==> src/rtl/auto_pq_gen2_if.sv <==
// Control and display bundle for the auto_pq_gen2 self-driving priority queue.
// The slave side is the queue; the master side is whoever issues start and watches the results.
interface auto_pq_gen2_if #(
  parameter int KW    = 4,
  parameter int DW    = 4,
  parameter int DEPTH = 8
);
  localparam int CW = $clog2(DEPTH + 1);

  logic              start;
  logic              max_mode;
  logic [KW+DW-1:0]  seed;
  logic [KW-1:0]     key_out;
  logic [DW-1:0]     data_out;
  logic              out_valid;
  logic [CW-1:0]     count;
  logic              full;
  logic              empty;
  logic              sigIDLE;
  logic              sigSTART;
  logic              sigADD;
  logic              sigREMOVE;
  logic              sigDISPLAY;

  modport master (
    output start, max_mode, seed,
    input  key_out, data_out, out_valid, count, full, empty,
           sigIDLE, sigSTART, sigADD, sigREMOVE, sigDISPLAY
  );

  modport slave (
    input  start, max_mode, seed,
    output key_out, data_out, out_valid, count, full, empty,
           sigIDLE, sigSTART, sigADD, sigREMOVE, sigDISPLAY
  );
endinterface

==> src/rtl/auto_pq_gen2.sv <==
// Self-driving sorted priority queue: fills DEPTH entries from a Galois LFSR, then
// drains them in min- or max-first order, holding each popped entry for DISP_CYC cycles.
module auto_pq_gen2 #(
  parameter int                 KW       = 4,
  parameter int                 DW       = 4,
  parameter int                 DEPTH    = 8,
  parameter int                 DISP_CYC = 4,
  parameter logic [KW+DW-1:0]   POLY     = 8'hB8
) (
  input  logic            clk,
  input  logic            rst,
  auto_pq_gen2_if.slave   pq
);
  localparam int W   = KW + DW;
  localparam int CW  = $clog2(DEPTH + 1);
  localparam int DCW = $clog2(DISP_CYC + 1);

  typedef enum logic [2:0] {
    S_IDLE, S_START, S_ADD, S_REMOVE, S_DISPLAY
  } state_t;

  state_t          state, state_n;
  logic [W-1:0]    lfsr, lfsr_n;
  logic [W-1:0]    q     [DEPTH];
  logic [W-1:0]    q_n   [DEPTH];
  logic [W-1:0]    q_sh  [DEPTH];
  logic [CW-1:0]   cnt;
  logic [DCW-1:0]  disp_cnt;
  logic            mode;
  logic [KW-1:0]   key_r;
  logic [DW-1:0]   data_r;
  logic [DEPTH-1:0] beat;
  logic [DEPTH-1:0] beat_prev;

  // a strictly outranks b under the latched direction; equal keys never outrank,
  // which is what keeps ties in arrival order
  function automatic logic outranks(input logic [KW-1:0] a, input logic [KW-1:0] b,
                                    input logic mx);
    return mx ? (a > b) : (a < b);
  endfunction

  assign lfsr_n = lfsr[0] ? ((lfsr >> 1) ^ POLY) : (lfsr >> 1);

  // beat is monotonic (0..0 1..1) because the array is sorted and empty slots count as beaten,
  // so the insert slot is simply its first set bit
  always_comb begin
    beat = '0;
    for (int i = 0; i < DEPTH; i++)
      beat[i] = (CW'(i) < cnt) ? outranks(lfsr[W-1:DW], q[i][W-1:DW], mode) : 1'b1;
  end
  assign beat_prev = {beat[DEPTH-2:0], 1'b0};

  always_comb begin
    q_sh[0] = '0;
    for (int i = 1; i < DEPTH; i++) q_sh[i] = q[i-1];
  end

  always_comb begin
    for (int i = 0; i < DEPTH; i++) q_n[i] = q[i];
    case (state)
      S_START: begin
        for (int i = 0; i < DEPTH; i++) q_n[i] = '0;
      end
      S_ADD: begin
        for (int i = 0; i < DEPTH; i++) begin
          if (beat[i] && !beat_prev[i]) q_n[i] = lfsr;
          else if (beat[i])             q_n[i] = q_sh[i];
        end
      end
      S_REMOVE: begin
        for (int i = 0; i < DEPTH - 1; i++) q_n[i] = q[i+1];
        q_n[DEPTH-1] = '0;
      end
      default: ;
    endcase
  end

  always_comb begin
    state_n = state;
    case (state)
      S_IDLE:    if (pq.start) state_n = S_START;
      S_START:   state_n = S_ADD;
      S_ADD:     if (cnt == CW'(DEPTH - 1)) state_n = S_REMOVE;
      S_REMOVE:  state_n = S_DISPLAY;
      S_DISPLAY: if (disp_cnt == DCW'(DISP_CYC - 1))
                   state_n = (cnt == '0) ? S_IDLE : S_REMOVE;
      default:   state_n = S_IDLE;
    endcase
  end

  always_ff @(posedge clk) begin
    if (rst) begin
      state    <= S_IDLE;
      lfsr     <= '0;
      cnt      <= '0;
      disp_cnt <= '0;
      mode     <= 1'b0;
      key_r    <= '0;
      data_r   <= '0;
    end else begin
      state <= state_n;
      case (state)
        S_START: begin
          lfsr     <= (pq.seed == '0) ? '1 : pq.seed;
          cnt      <= '0;
          disp_cnt <= '0;
          mode     <= pq.max_mode;
        end
        S_ADD: begin
          lfsr <= lfsr_n;
          cnt  <= cnt + CW'(1);
        end
        S_REMOVE: begin
          key_r    <= q[0][W-1:DW];
          data_r   <= q[0][DW-1:0];
          cnt      <= cnt - CW'(1);
          disp_cnt <= '0;
        end
        S_DISPLAY: disp_cnt <= disp_cnt + DCW'(1);
        default: ;
      endcase
    end
  end

  always_ff @(posedge clk) begin
    for (int i = 0; i < DEPTH; i++)
      q[i] <= rst ? '0 : q_n[i];
  end

  assign pq.key_out    = key_r;
  assign pq.data_out   = data_r;
  assign pq.out_valid  = (state == S_DISPLAY);
  assign pq.count      = cnt;
  assign pq.full       = (cnt == CW'(DEPTH));
  assign pq.empty      = (cnt == '0);
  assign pq.sigIDLE    = (state == S_IDLE);
  assign pq.sigSTART   = (state == S_START);
  assign pq.sigADD     = (state == S_ADD);
  assign pq.sigREMOVE  = (state == S_REMOVE);
  assign pq.sigDISPLAY = (state == S_DISPLAY);
endmodule

==> src/flat_wrapper.sv <==
// flat-port wrapper written by rule: the top's interface ports become plain ports
module auto_pq_gen2_flat 
#(
  parameter int                 KW       = 4,
  parameter int                 DW       = 4,
  parameter int                 DEPTH    = 8,
  parameter int                 DISP_CYC = 4,
  parameter logic [KW+DW-1:0]   POLY     = 8'hB8
)
  (clk, rst, pq_start, pq_max_mode, pq_seed, pq_key_out, pq_data_out, pq_out_valid, pq_count, pq_full, pq_empty, pq_sigIDLE, pq_sigSTART, pq_sigADD, pq_sigREMOVE, pq_sigDISPLAY);
  auto_pq_gen2_if #(.KW(KW), .DW(DW), .DEPTH(DEPTH)) pq_i ();
  input  logic clk;
  input  logic rst;
  input wire logic [$bits(pq_i.start)-1:0] pq_start;
  input wire logic [$bits(pq_i.max_mode)-1:0] pq_max_mode;
  input wire logic [$bits(pq_i.seed)-1:0] pq_seed;
  output wire logic [$bits(pq_i.key_out)-1:0] pq_key_out;
  output wire logic [$bits(pq_i.data_out)-1:0] pq_data_out;
  output wire logic [$bits(pq_i.out_valid)-1:0] pq_out_valid;
  output wire logic [$bits(pq_i.count)-1:0] pq_count;
  output wire logic [$bits(pq_i.full)-1:0] pq_full;
  output wire logic [$bits(pq_i.empty)-1:0] pq_empty;
  output wire logic [$bits(pq_i.sigIDLE)-1:0] pq_sigIDLE;
  output wire logic [$bits(pq_i.sigSTART)-1:0] pq_sigSTART;
  output wire logic [$bits(pq_i.sigADD)-1:0] pq_sigADD;
  output wire logic [$bits(pq_i.sigREMOVE)-1:0] pq_sigREMOVE;
  output wire logic [$bits(pq_i.sigDISPLAY)-1:0] pq_sigDISPLAY;
  assign pq_i.start = pq_start;
  assign pq_i.max_mode = pq_max_mode;
  assign pq_i.seed = pq_seed;
  assign pq_key_out = pq_i.key_out;
  assign pq_data_out = pq_i.data_out;
  assign pq_out_valid = pq_i.out_valid;
  assign pq_count = pq_i.count;
  assign pq_full = pq_i.full;
  assign pq_empty = pq_i.empty;
  assign pq_sigIDLE = pq_i.sigIDLE;
  assign pq_sigSTART = pq_i.sigSTART;
  assign pq_sigADD = pq_i.sigADD;
  assign pq_sigREMOVE = pq_i.sigREMOVE;
  assign pq_sigDISPLAY = pq_i.sigDISPLAY;
  auto_pq_gen2 #(.KW(KW), .DW(DW), .DEPTH(DEPTH), .DISP_CYC(DISP_CYC), .POLY(POLY)) u_core (.clk(clk), .rst(rst), .pq(pq_i));
endmodule
==> config.mk <==
export PLATFORM = sky130hd
export DESIGN_NAME = auto_pq_gen2_flat
export DESIGN_NICKNAME = d
export VERILOG_FILES = /design/src/rtl/auto_pq_gen2_if.sv /design/src/rtl/auto_pq_gen2.sv /design/src/flat_wrapper.sv
export SDC_FILE = /design/constraint.sdc
export NUM_CORES = 1
export LEC_CHECK = 0
export ABC_AREA = 1
export CAP_MARGIN = 20
export CORE_UTILIZATION = 40
export DETAILED_ROUTE_END_ITERATION = 8
export SYNTH_ARGS = -nofsm -noshare
export SYNTH_HDL_FRONTEND = slang
export SYNTH_SLANG_ARGS = --single-unit
==> constraint.sdc <==
create_clock -name clk -period 2.5 [get_ports clk]
set_input_delay 0.5 -clock clk [delete_from_list [all_inputs] [get_ports clk]]
set_output_delay 0.5 -clock clk [all_outputs]
set_load 0.01 [all_outputs]
; Word-level counts from Yosys, hierarchy flattened
; Memories as Yosys holds them, arrays and structs flattened.
; Cells that the tools add are included.
[word_totals]
ff_bits = 27
ram_bits = 64
elab_cells = 118
n_memories = 1
[op_classes]
add_sub_neg = 3
magnitude_cmp = 24
eq_ne = 10
muxes = 50
n_bitwise = 1
reduce_logical = 22
[memory_table]
columns = name, words, word_bits, rd, rd_clocked_by_memory_dff, write_ports, line
row1 = u_core.q, 8, 8, 8, 0, 8, auto_pq_gen2.sv:24  ; logic [W-1:0] q [DEPTH];
[op_table]
columns = cell, n
row1 = $mux W8, 25
row2 = $pmux W64 S3, 1
row3 = $gt A4 B4 Y1, 8
row4 = $lt A4 B4 Y1, 8
row5 = $lt A3 B4 Y1 const A, 4
row6 = $mux W1, 16
row7 = $pmux W8 S2, 1
row8 = $pmux W3 S5, 1
row9 = $pmux W4 S3, 1
row10 = $eq A3 B2 Y1 const B, 3
row11 = $mux W3, 3
row12 = $logic_not A8 Y1, 1
row13 = $lt A1 B4 Y1 const A, 2
row14 = $lt A2 B4 Y1 const A, 2
row15 = $logic_and A1 B1 Y1, 7
row16 = $logic_not A1 Y1, 7
row17 = $pmux W3 S2, 1
row18 = $add A4 B1 Y4 const B, 1
row19 = $eq A4 B3 Y1 const B, 1
row20 = $eq A4 B4 Y1 const B, 1
row21 = $logic_not A4 Y1, 1
row22 = $ne A2 B1 Y1 const B, 2
row23 = $not A3 Y4, 1
row24 = $reduce_bool A2 Y1, 2
row25 = 10 further kinds, 10

; Logic depth before layout (Yosys ltp)
; Gate-level depths: netlist of run 1.
; An unclocked memory read counts as a cell.
[logic_depth]
depth_word = 9
depth_mapped = 15
ltp_nobuf = 15

; Least setup slack after synthesis of run 1
; OpenSTA, ideal clock, no wires.
[synth_path]
path_type = reg-to-reg
startpoint = register u_core.lfsr[7]
endpoint = memory u_core.q[0][0] in the netlist's numbering
t_arrival_ps = 1770
required_time_ps = 2387
setup_slack_ps = 616
path_stages_with_launch = 10
synth_period_minus_slack_ps = 1884
path_cell_list = dfxtp_1 ha_1 a21oi_1 nand3_1 a21oi_4 nand2_1 nand2_2 inv_2 nor2_1 nor2_1
[synth_rtl]
columns = item, line
row1 = start: declaration, auto_pq_gen2.sv:23  ; logic [W-1:0] lfsr, lfsr_n;
row2 = start signal: assignment, auto_pq_gen2.sv:104  ; lfsr <= (pq.seed == '0) ? '1 : pq.seed;
row3 = start signal: assignment, auto_pq_gen2.sv:110  ; lfsr <= lfsr_n;
row4 = end: declaration, auto_pq_gen2.sv:24

; Worst setup path after layout of run 1
[layout_path]
startpoint = register u_core.state[0]
endpoint = output pq_sigSTART
[layout_between]
elab_chain_len = 1
[layout_rtl]
columns = item, line
row1 = start: declaration, auto_pq_gen2.sv:22  ; state_t state, state_n;
row2 = start signal: assignment, auto_pq_gen2.sv:101  ; state <= state_n;
row3 = $eq A3 B1 Y1, auto_pq_gen2.sv:137  ; assign pq.sigSTART = (state == S_START);
row4 = end: declaration, flat_wrapper.sv:24  ; output wire logic [$bits(pq_i.sigSTART)-1:0] pq_sigSTART;
; Every way passes these cells.

==> out/metrics.yaml, run 1 <==
setup_viol: 0
worst_pin_slew_ns: 0.773
cp-start-kind: "register"
vias: 6038
tns_ns: 0
ys_seq_elements: 91
slew_violations: 0
finalInstanceArea_um2: 6900
drv_cap: 0
cts_tree: "yes"
numCtsBuffers: 9
yosysMostFrequentCell: "nand2_1"
root_buffer: "clkbuf_16"
syn_inst: 940
cp.arrival_ns: 1.89
yosysTopAreaCell: "dfxtp_1"
clockPowerShare_pct: 20.6
syn-num-nets: 991
crit_type: "reg -> out"
grt_pass1_wl_um: 29200
initial_core_util_pct: 41.3
status: "finished, final reports clean"
vdd_drop_max_mv: 0.561
yosysWarnings: 0
rr_endpoint: "u_core.q[1][3]$_SDFFE_PP0P_"
switching_share_pct: 48.4
power_frac_seq_pct: 25.5
worstReg2RegStart: "u_core.lfsr[6]$_SDFFE_PP0P_"
ys_types: 41
worstPathMaxFanout: 6
top_usage_layer: "met2"
post_dp_cell_area_um2: 6560
rows: 44
required_ns: 2.00
slew_headroom_pct: 48.5
finalCritPeriodShare_pct: 95.7
p_leak_nw: 3.03
io_pins: 32
combPwrFrac_pct: 53.9
via_per_inst: 5.22
drt_iter0_markers: 458
grt_start_max_net_pins: 67
antenna_found_initial: 0
worstSetupEndpointType: "output port"
finalHoldViolCount: 0
fmax_mhz: 418
clock_latency_ns: 0.36
synth_common_cells: "205 x nand2_1, 160 x nand3_1, 120 x inv_1"
period_needed_ns: 2.39
worstSetupStartpoint: "u_core.state[0]$_SDFFE_PP0P_"
routed_wl_um: 18500
async_flop_share_pct: 0
skew_ns: 0.00695
grt_pass1_vias: 5449
clock_path_buffers: 2
ys.flop_type: "dfxtp_1"
grt_use_met2_pct: 38.4
yosysSeqAreaShare_pct: 30.0
htreeDepth: 3
die_height_um: 125
nNetsFinal: 1019
drc: 0
dpl.hpwl_um: 13000
clk_pin_slew_ns: 0.07
r2r_slack_ns: 0.31
port_buffers: 31
grt_use_total_pct: 24.1
cts.sinks: 91
rsz0062_at_grt: "false"
drive_above_1_share_pct: 10.7
wl_per_cell_um: 16.0
worstRegToRegCells: 12
crit_path_end: "pq_sigSTART"
p_switching_mw: 3.46
die_w_um: 125
die_area_um2: 15700
area_delta_synth_final_pct: 13.5
internal_power_mw: 3.70
synth_top_area_share_pct: 30.0
globalRouteMet3Util_pct: 4.92
antennaDiodeCount: 0
synth_edf_count: 0
synth.top_cells.by_area: "dfxtp_1 30%, nand3_1 13%, nand2_1 13%"
use_met1_pct: 32.6
hp-class: "reg -> reg"
grt_overflow: 0
core_um2: 14700
p_per_area_nw_per_um2: 1040
gp_congestion: 0.855
ant_nets: 0
syn-cell-area_um2: 6070
drtPass1Iterations: 5
synth_area_per_cell_um2: 6.46
[power groups by stage]
stage	Combinational (mW)	Sequential [mW]	Clock (mW)
floorplan	2.74	1.82	0
global placement	3.79	1.85	0
detailed placement	3.80	1.85	0
CTS	3.84	1.82	1.51
global route	4.32	1.85	1.56
finish	3.86	1.83	1.48
[through the flow]
stage	power (mW)	utilization, %	hold WS, ns	worst slack [ns]	std cells
after floorplan	4.56	-	0.432	0.616	940
after global placement	5.64	44.6	0.453	0.331	1139
after global routing	7.73	46.9	0.490	0.0216	1157
after CTS	7.17	46.8	0.468	0.0492	1155
after detailed placement	5.66	44.6	0.456	0.296	1139
final	7.16	46.9	0.465	0.108	1157
[worst max-delay path: stages, from the launching register on]
cell and delay, ns:
dfxtp_1 0.35, inv_2 0.09, nor2_1 0.18, nand2_1 0.13, inv_1 0.20, clkdlybuf4s50_1 0.58
[kinds of logic after synthesis]
kind of cell / after synthesis / share of synthesized area (%)
xor+xnor: 1 / 0.144
compound gates: 168 / 15.4
simple gates: 455 / 34.2
flops: 91 / 30.0
fa+ha+maj: 39 / 8.03
buf+inv: 186 / 12.3
[layer usage]
| layer | vias up | routed length (um) |
|---|---|---|
| met3 | 23 | 783 |
| li1 | 3121 | - |
| met2 | 137 | 8470 |
| met4 | 0 | 316 |
| met5 | - | 0 |
| met1 | 2757 | 8900 |
[timing repair]
item                                    CTS  global route
resized for setup                         2             3
buffers inserted                          0             2
endpoints found under the setup margin    1             3
cloned                                    0             0
endpoints found under the hold margin     0             0
hold buffers                              0             0
[registers in the layout, indices dropped and copies added (netlist names)]
signal              count
u_core.disp_cnt         3
u_core.state            3
u_core.lfsr             8
u_core.q               64
u_core.pq.count         4
u_core.pq.key_out       4
u_core.pq.data_out      4
u_core.mode             1
[worst min path at each step]
stage                                                 end                             from  slack [ns]  cells after the start
after floorplan           u_core.disp_cnt[0]$_SDFFE_PP0P_  u_core.disp_cnt[0]$_SDFFE_PP0P_        0.43                      1
after CTS                 u_core.disp_cnt[0]$_SDFFE_PP0P_  u_core.disp_cnt[0]$_SDFFE_PP0P_        0.47                      1
after global placement    u_core.disp_cnt[0]$_SDFFE_PP0P_  u_core.disp_cnt[0]$_SDFFE_PP0P_        0.45                      1
final                     u_core.disp_cnt[0]$_SDFFE_PP0P_  u_core.disp_cnt[0]$_SDFFE_PP0P_        0.47                      1
after global routing         u_core.q[1][25]$_SDFFE_PP0P_     u_core.q[1][25]$_SDFFE_PP0P_        0.49                      2
after detailed placement  u_core.disp_cnt[0]$_SDFFE_PP0P_  u_core.disp_cnt[0]$_SDFFE_PP0P_        0.46                      1
[layout make-up]
type	count	area, um^2
flip-flops and latches	91	1820
inverters	157	594
multi-input cells	663	3520
repair buffers	46	420
clock buffers	10	229
clock inverters	6	80.1
well taps	184	230
fillers	1580	7800
[layout by cell type (no fill, tap or decap), types with 2 or more instances in the layout]
cell / instances
inv_4: 2
dfxtp_1: 90
a21oi_1: 96
a31oi_1: 8
o211ai_1: 2
clkinv_2: 4
o21ai_4: 2
clkbuf_16: 9
clkdlybuf4s50_1: 29
inv_2: 33
o22ai_1: 3
bufinv_16: 2
nor4_1: 2
nand2_4: 3
nand3_1: 160
nand2_2: 10
nor2_1: 52
o221ai_1: 3
nor2_4: 7
o21bai_1: 4
clkinv_1: 3
buf_4: 15
nand2_1: 205
inv_1: 119
o21ai_1: 20
o21ai_0: 26
ha_1: 39
nor2_2: 7
Power figures use the tool's default switching activity.
==> run 2: changes to the inputs <==
--- a/config.mk
+++ b/config.mk
@@ -8,6 +8,7 @@
 export ABC_AREA = 1
 export CAP_MARGIN = 20
 export CORE_UTILIZATION = 40
+export CTS_CLUSTER_SIZE = 30
 export DETAILED_ROUTE_END_ITERATION = 8
 export SYNTH_ARGS = -nofsm -noshare
 export SYNTH_HDL_FRONTEND = slang
==> results of run 2 <==
Final layout, timing and power as in run 1 (identical DEF).
